File: src/rtl/aes_result_collector.sv
// AES result collector: captures encoder/decoder results into records,
// queues them and streams them MSB-byte-first over a byte valid/ready port.
module aes_result_collector #(
    parameter int FIFO_DEPTH  = 16,
    parameter int STATE_BYTES = 16,
    parameter int REC_BYTES   = 2*STATE_BYTES+1
) (
    input  logic                          clock,
    input  logic                          reset_n,
    input  logic                          enc_valid,
    input  logic [8*STATE_BYTES-1:0]      enc_data,
    input  logic                          dec_valid,
    input  logic [8*STATE_BYTES-1:0]      dec_data,
    input  logic                          flush_req,
    output logic                          out_valid,
    input  logic                          out_ready,
    output logic [7:0]                    out_byte,
    output logic                          out_last,
    output logic                          eom,
    output logic                          overflow,
    output logic [15:0]                   drop_count,
    output logic [$clog2(FIFO_DEPTH):0]   fifo_level
);

    localparam int REC_BITS = 8*REC_BYTES;
    localparam int SW       = 8*STATE_BYTES;
    localparam int PADW     = REC_BITS - 2*SW - 4;
    localparam int AW       = $clog2(FIFO_DEPTH);
    localparam int LW       = AW + 1;
    localparam int IW       = $clog2(REC_BYTES);

    localparam logic [LW-1:0] FULL     = LW'(FIFO_DEPTH);
    localparam logic [IW-1:0] LAST_IDX = IW'(REC_BYTES-1);

    localparam logic [1:0] IDLE = 2'd0;
    localparam logic [1:0] SEND = 2'd1;
    localparam logic [1:0] DONE = 2'd2;

    logic [REC_BITS-1:0] mem [FIFO_DEPTH];
    logic [REC_BITS-1:0] record;
    logic [REC_BITS-1:0] shiftReg;
    logic [AW-1:0]       wrPtr;
    logic [AW-1:0]       rdPtr;
    logic [IW-1:0]       byteIdx;
    logic [1:0]          state;
    logic [1:0]          nextState;
    logic                flushPend;
    logic                capture;
    logic                push;
    logic                pop;
    logic                xfer;
    logic                lastXfer;
    logic                fifoEmpty;

    // Low pad bits keep the record a whole number of bytes.
    assign record    = {enc_data, dec_data, enc_valid, dec_valid,
                        2'b00, {PADW{1'b0}}};
    assign capture   = enc_valid | dec_valid;
    assign fifoEmpty = (fifo_level == '0);
    assign xfer      = (state == SEND) && out_ready;
    assign lastXfer  = xfer && (byteIdx == LAST_IDX);
    assign push      = capture && ((fifo_level != FULL) || pop);

    assign out_valid = (state == SEND);
    assign out_last  = (state == SEND) && (byteIdx == LAST_IDX);
    assign out_byte  = shiftReg[REC_BITS-1 -: 8];
    assign eom       = (state == DONE);

    always_comb begin
        pop       = 1'b0;
        nextState = state;
        case (state)
            IDLE: begin
                if (!fifoEmpty) begin
                    pop       = 1'b1;
                    nextState = SEND;
                end else if ((flushPend || flush_req) && !capture) begin
                    nextState = DONE;
                end
            end
            SEND: begin
                if (lastXfer) begin
                    if (!fifoEmpty) begin
                        pop = 1'b1;
                    end else begin
                        nextState = IDLE;
                    end
                end
            end
            DONE:    nextState = IDLE;
            default: nextState = IDLE;
        endcase
    end

    always_ff @(posedge clock) begin
        if (push) begin
            mem[wrPtr] <= record;
        end
    end

    always_ff @(posedge clock or negedge reset_n) begin
        if (!reset_n) begin
            state      <= IDLE;
            wrPtr      <= '0;
            rdPtr      <= '0;
            fifo_level <= '0;
            shiftReg   <= '0;
            byteIdx    <= '0;
            flushPend  <= 1'b0;
            overflow   <= 1'b0;
            drop_count <= '0;
        end else begin
            state      <= nextState;
            fifo_level <= fifo_level + LW'(push) - LW'(pop);
            if (push) begin
                wrPtr <= wrPtr + 1'b1;
            end
            if (pop) begin
                rdPtr    <= rdPtr + 1'b1;
                shiftReg <= mem[rdPtr];
                byteIdx  <= '0;
            end else if (xfer) begin
                shiftReg <= shiftReg << 8;
                byteIdx  <= byteIdx + 1'b1;
            end
            if (capture && !push) begin
                overflow <= 1'b1;
                if (drop_count != 16'hFFFF) begin
                    drop_count <= drop_count + 16'd1;
                end
            end
            if (state == DONE) begin
                flushPend <= 1'b0;
            end else if (flush_req) begin
                flushPend <= 1'b1;
            end
        end
    end

endmodule

File: config.mk
export PLATFORM = sky130hd
export DESIGN_NAME = aes_result_collector
export DESIGN_NICKNAME = d
export VERILOG_FILES = /design/src/rtl/aes_result_collector.sv
export SDC_FILE = /design/constraint.sdc
export NUM_CORES = 2
export LEC_CHECK = 0
export CAP_MARGIN = 20
export CORE_MARGIN = 2
export CORE_UTILIZATION = 50
export CTS_BUF_LIST = sky130_fd_sc_hd__clkbuf_4
export DETAILED_ROUTE_END_ITERATION = 10
export PLACE_DENSITY = 0.66
export SYNTH_ARGS = -nofsm -noshare
export SYNTH_HDL_FRONTEND = slang
export SYNTH_MEMORY_MAX_BITS = 65536
export SYNTH_SLANG_ARGS = --single-unit
File: constraint.sdc
create_clock -name clock -period 52 [get_ports clock]
set_clock_uncertainty 0.2 [all_clocks]
set_input_delay 10.4 -clock clock [delete_from_list [all_inputs] [get_ports clock]]
set_output_delay 10.4 -clock clock [all_outputs]
set_load 0.02 [all_outputs]
### Word-level counts from Yosys, hierarchy flattened

Memory sizes are Yosys's and may differ from the RTL's.
Cells that the tools add are included.

* flip-flop bits (word level): 303
* latch bits: 0
* memory bits (writable): 4128
* memory bits (read-only): 0
* memories kept: 1

* add/subtract/negate cells: 6
* multiply operators: 0
* div/mod/pow operators: 0
* order comparisons: 0
* eq/ne operators: 8
* shift operators: 0
* multiplexer cells: 16
* bitwise operators: 1
* reduce and logical (&&, ||, !) cells: 16

Memories
* mem: words 16, bits a word 258, rd ports 1, clocked after Yosys merged registers in 0, wr ports 1, RTL line 39 `logic [REC_BITS-1:0] mem [FIFO_DEPTH];`

Operators with widths (number)
* two-way mux 264 bit: 2
* adder 16 x 1 -> 16 bit (second input constant): 1
* inequality test 16 bit (second input constant): 1
* two-way mux 6 bit: 2
* adder 4 x 1 -> 4 bit (second input constant): 2
* two-way mux 2 bit: 4
* adder 6 x 1 -> 6 bit (second input constant): 1
* == test 6 bit (second input constant): 1
* logical AND 1 bit: 6
* two-way mux 1 bit: 6
* adder 5 x 1 -> 5 bit: 1
* zero test 5 bit: 1
* inequality test 5 bit (second input constant): 1
* subtractor 5 x 1 -> 5 bit: 1
* inequality test 2 x 1 -> 1 bit (second input constant): 2
* one-hot mux 2 bit (2 select lines): 1
* nonzero test 2 bit: 2
* inequality test 3 bit (second input constant): 1
* AND reduction 3 bit: 1
* == test 2 x 1 -> 1 bit (second input constant): 1
* == test 2 bit (second input constant): 1
* zero test 1 bit: 2
* zero test 2 bit: 1
* logical OR 1 bit: 2
* other kinds (3): 3

### Longest topological paths before layout

* depth after elaboration: 10
* mapped depth: 18

### Worst setup path before layout

Ideal clock, no wire load.

* path type: input-to-reg
* start point: in out_ready
* end point: mem mem[3][0] (netlist name), enable pin
* setup time: 1191 ps
* arrival time: 28688 ps
* required time: 50609 ps
* setup slack: 21921 ps
* stages: 5
* path buffers: 0
* cells stage by stage: nor2b_1 nand4_1 a21oi_1 nand2_1 nor3_1

* cells in the longest elaborated chain, start to end: 8

RTL lines
* from (decl): RTL line 16 `input logic out_ready,`
* logical AND 1 bit: RTL line 60 `assign xfer = (state == SEND) && out_ready;`
* logical AND 1 bit: RTL line 61 `assign lastXfer = xfer && (byteIdx == LAST_IDX);`
* two-way mux 1 bit: RTL line 82 `if (lastXfer) begin`
* one-hot mux 1 bit (2 select lines): RTL line 72 `case (state)`
* logical OR 1 bit: RTL line 62 `assign push = capture && ((fifo_level != FULL) || pop);`
* logical AND 1 bit: RTL line 62
* two-way mux 1 bit: RTL line 96 `if (push) begin`
* two-way mux 1 bit (not written as such): RTL line 97 `mem[wrPtr] <= record;`
* to (decl): RTL line 39

No other way between the ends.

### Final worst setup path

* start point: in dec_valid
* end point: mem mem[9][115] (netlist name), enable pin

* cells in the longest elaborated chain, start to end: 4

RTL lines
* from (decl): RTL line 12 `input logic dec_valid,`
* bitwise OR 1 bit: RTL line 58 `assign capture = enc_valid | dec_valid;`
* logical AND 1 bit: RTL line 62
* two-way mux 1 bit: RTL line 96
* two-way mux 1 bit (not written as such): RTL line 97

No other way between the ends.

==> results.md <==
- Tot Pwr: 9210 uW
- Die Y: 582 um
- Achievable Freq: 65.5 MHz
- Final min period: 15.27 ns
- Core box area: 0.333 mm^2
- Max Slew Vio Count: 0
- Synth Flop Type: edfxtp_1
- Status: finished, final reports clean
- Placed wire-length estimate: 223000 um
- Syn Inst Count: 7669
- Final period utilization: 29.4%
- Post-Synth Simple-Gate Area: 2.46%
- Commonest cells post-synth: edfxtp_1, mux4_2, nand2_1, a22oi_1, dfrtp_1
- Crit path capture type: flip-flop
- Final WL: 406000 um
- Fill cells: 24700
- Longest Clk Path Bufs: 5
- VDD IR max: 0.0418 mV
- Placement row count: 212
- DR WL/cell: 29.0 um
- Critical path data arrival time: 16.29 ns
- Vias: 85400
- Register Area: 0.131 mm^2
- Main combinational cell family by area after synthesis: multiplexers
- Maxcap violations: 0
- Post-Synth XOR/XNOR Area: 0.136%
- PwrDens: 48.8 mW/mm^2
- Num CTS Buffers: 1179
- Largest net degree at the start of global routing: 139
- Post-synthesis mux area share: 13.9%
- Layout cell share with drive strength beyond 1: 31.4%
- Endpoints failing setup: 0
- 1st-iter DRT viols: 9867
- Setup Crit Path Kind: in -> reg
- GPL Wtd Cong: 0.789
- Syn nets: 7946
- Worst Tran Pin Value: 1.24 ns
- Area contributors post-synth: edfxtp_1, mux4_2, dfrtp_1
- Grt ovf: 0
- Slew HR: 17.2%
- Post-synth ARST share: 6.71%
- LEAKAGE: 0.0629 uW
- Vias in the first global route: 89200
- Yosys reg bits: 4425
- H-tree depth: 7
- Overall global routing resource usage: 24.4%
- Compound-Gate Fraction of Synth Area: 3.33%
- Unrepaired setup endpoints after global routing: no
- Adder-Cell Fraction of Synth Area: 0.117%
- CTS resizes: 0
- Cell taking the most area after synthesis: edfxtp_1
- DRC viols: 0
- Via-per-instance ratio: 6.10
- Clock Root Buffer: clkbuf_4
- Synth unique cells: 46
- Ys Warns: 0
- Critical path required time: 53.01 ns
- Final hold vios: 0
- Starting density of the core: 50.2%
- IO Pins: 295
- P&R area growth vs syn: 13.1%
- Mean Syn Cell Area: 21.8 um^2
- DIE WIDTH: 582 um
- First-pass GRT wire length: 597000 um
- Top-count cell post-synth: edfxtp_1
- Post-CTS Repair Setup Buffers: 0
- CP Max Fanout: 61
- PortBufs: 294
- DRT antenna net count: 0
- Startpoint type of the worst setup path: input port
- Setup tns final: 0 ns
- Multi-input gate area: 0.0335 mm^2
- Clock transition at path regs: 0.06 ns
- Clock sinks: 4425
- Skew-Pair Late Insertion Delay: 1.70 ns
- Die ar.: 0.339 mm^2
- Hold-fix buffers at CTS: 0
- Antenna violations before repair: 61
- DRT Pass-1 Iters: 7
- TritonCTS clock tree: built
- Final nets: 9100
- Post-synth EDFFs: 4128
- Register area share after synthesis: 78.7%
- Top cell type's share of synthesized area: 74.2%
- Synthesized area: 0.167 mm^2
- Min-delay worst type: reg -> reg
## placed cells by master, fill, tap and decap left out, types with 147 or more instances in the layout
cell and count:
clkdlybuf4s50_1 293, a31oi_1 253, mux4_2 1026, nand2_1 538, a22oi_1 506, and3_1 254, dfrtp_1 295, edfxtp_1 4128
clkbuf_4 1736, clkinv_1 147
## critical path: stages
cell and delay, ns:
clkdlybuf4s50_1 0.84, nor2_1 0.36, a21oi_1 0.79, nand2_1 0.48
nor2_4 0.70, buf_4 0.86, buf_4 0.64, buf_4 0.90
## per-stage QoR
step	area [um^2]	utilization, %	setup WS (ns)	hold WS [ns]	instances
2_1_floorplan	167000	-	21.92	0.247	7669
3_3_place_gp	175000	52.5	35.39	0.250	12000
3_5_place_dp	175000	52.5	35.30	0.265	12000
4_1_cts	189000	56.7	37.04	0.268	14000
5_1_grt	189000	56.7	36.59	0.303	14000
6_report	189000	56.8	36.73	0.274	14000
## state kept, by name, summed over array words and instances, names as in the netlist
name        cells
state           2
shiftReg      258
wrPtr           4
byteIdx         6
mem          4128
fifo_level      5
flushPend       1
rdPtr           4
drop_count     16
overflow        1
## cell type report
class	count	area share, %
antenna	29	0.0384
clock buffer	1736	6.90
clock inverter	207	0.527
inverter	15	0.0338
multi-input combinational	2758	17.8
sequential	4425	69.6
tap	4387	2.91
timing repair buffer	444	2.29
## layer usage
metal,routed length (um),share of wire (%),GRT usage (%),up-vias
li1,-,-,-,35300
met1,164000,40,34.2,45200
met2,197000,48,37.6,4280
met3,37600,9.3,6.45,575
met4,8050,2.0,8.17,32
met5,207,0.051,0,-
## cells by family (layout without fill, tap and decap cells)
kind of cell	count (synthesis)	count (layout)
DFF	4425	4425
buffers and inverters	486	2402
AOI/OAI and AO/OA	789	789
adders and majority gates	15	15
other	0	29
muxes	1043	1043
xor gates and xnor gates	26	26
and+or+nand+nor	885	885
## report_power, final
| part | leakage, uW | internal [uW] | total (uW) | switching, uW |
|---|---|---|---|---|
| clock network | 0.00851 | 1550 | 2890 | 1340 |
| registers | 0.0414 | 4470 | 4640 | 168 |
| logic | 0.0129 | 670 | 1680 | 1010 |
| total | 0.0629 | 6690 | 9210 | 2520 |
## worst paths after layout
| check | start | end | slack, ns | depth (start not counted) |
|---|---|---|---|---|
| setup / recovery | dec_valid | mem[9][115] | 36.73 | 8 |
| hold / removal | shiftReg[29] | shiftReg[37] | 0.27 | 2 |
| setup reg to reg | byteIdx[0] | mem[9][115] | 45.81 | 9 |
| hold reg to reg | shiftReg[29] | shiftReg[37] | 0.27 | 2 |
| max in group asynchronous | reset_n | shiftReg[100] | 40.19 | 4 |
| min in group asynchronous | reset_n | drop_count[5] | 8.48 | 1 |
Power figures use the tool's default switching activity.
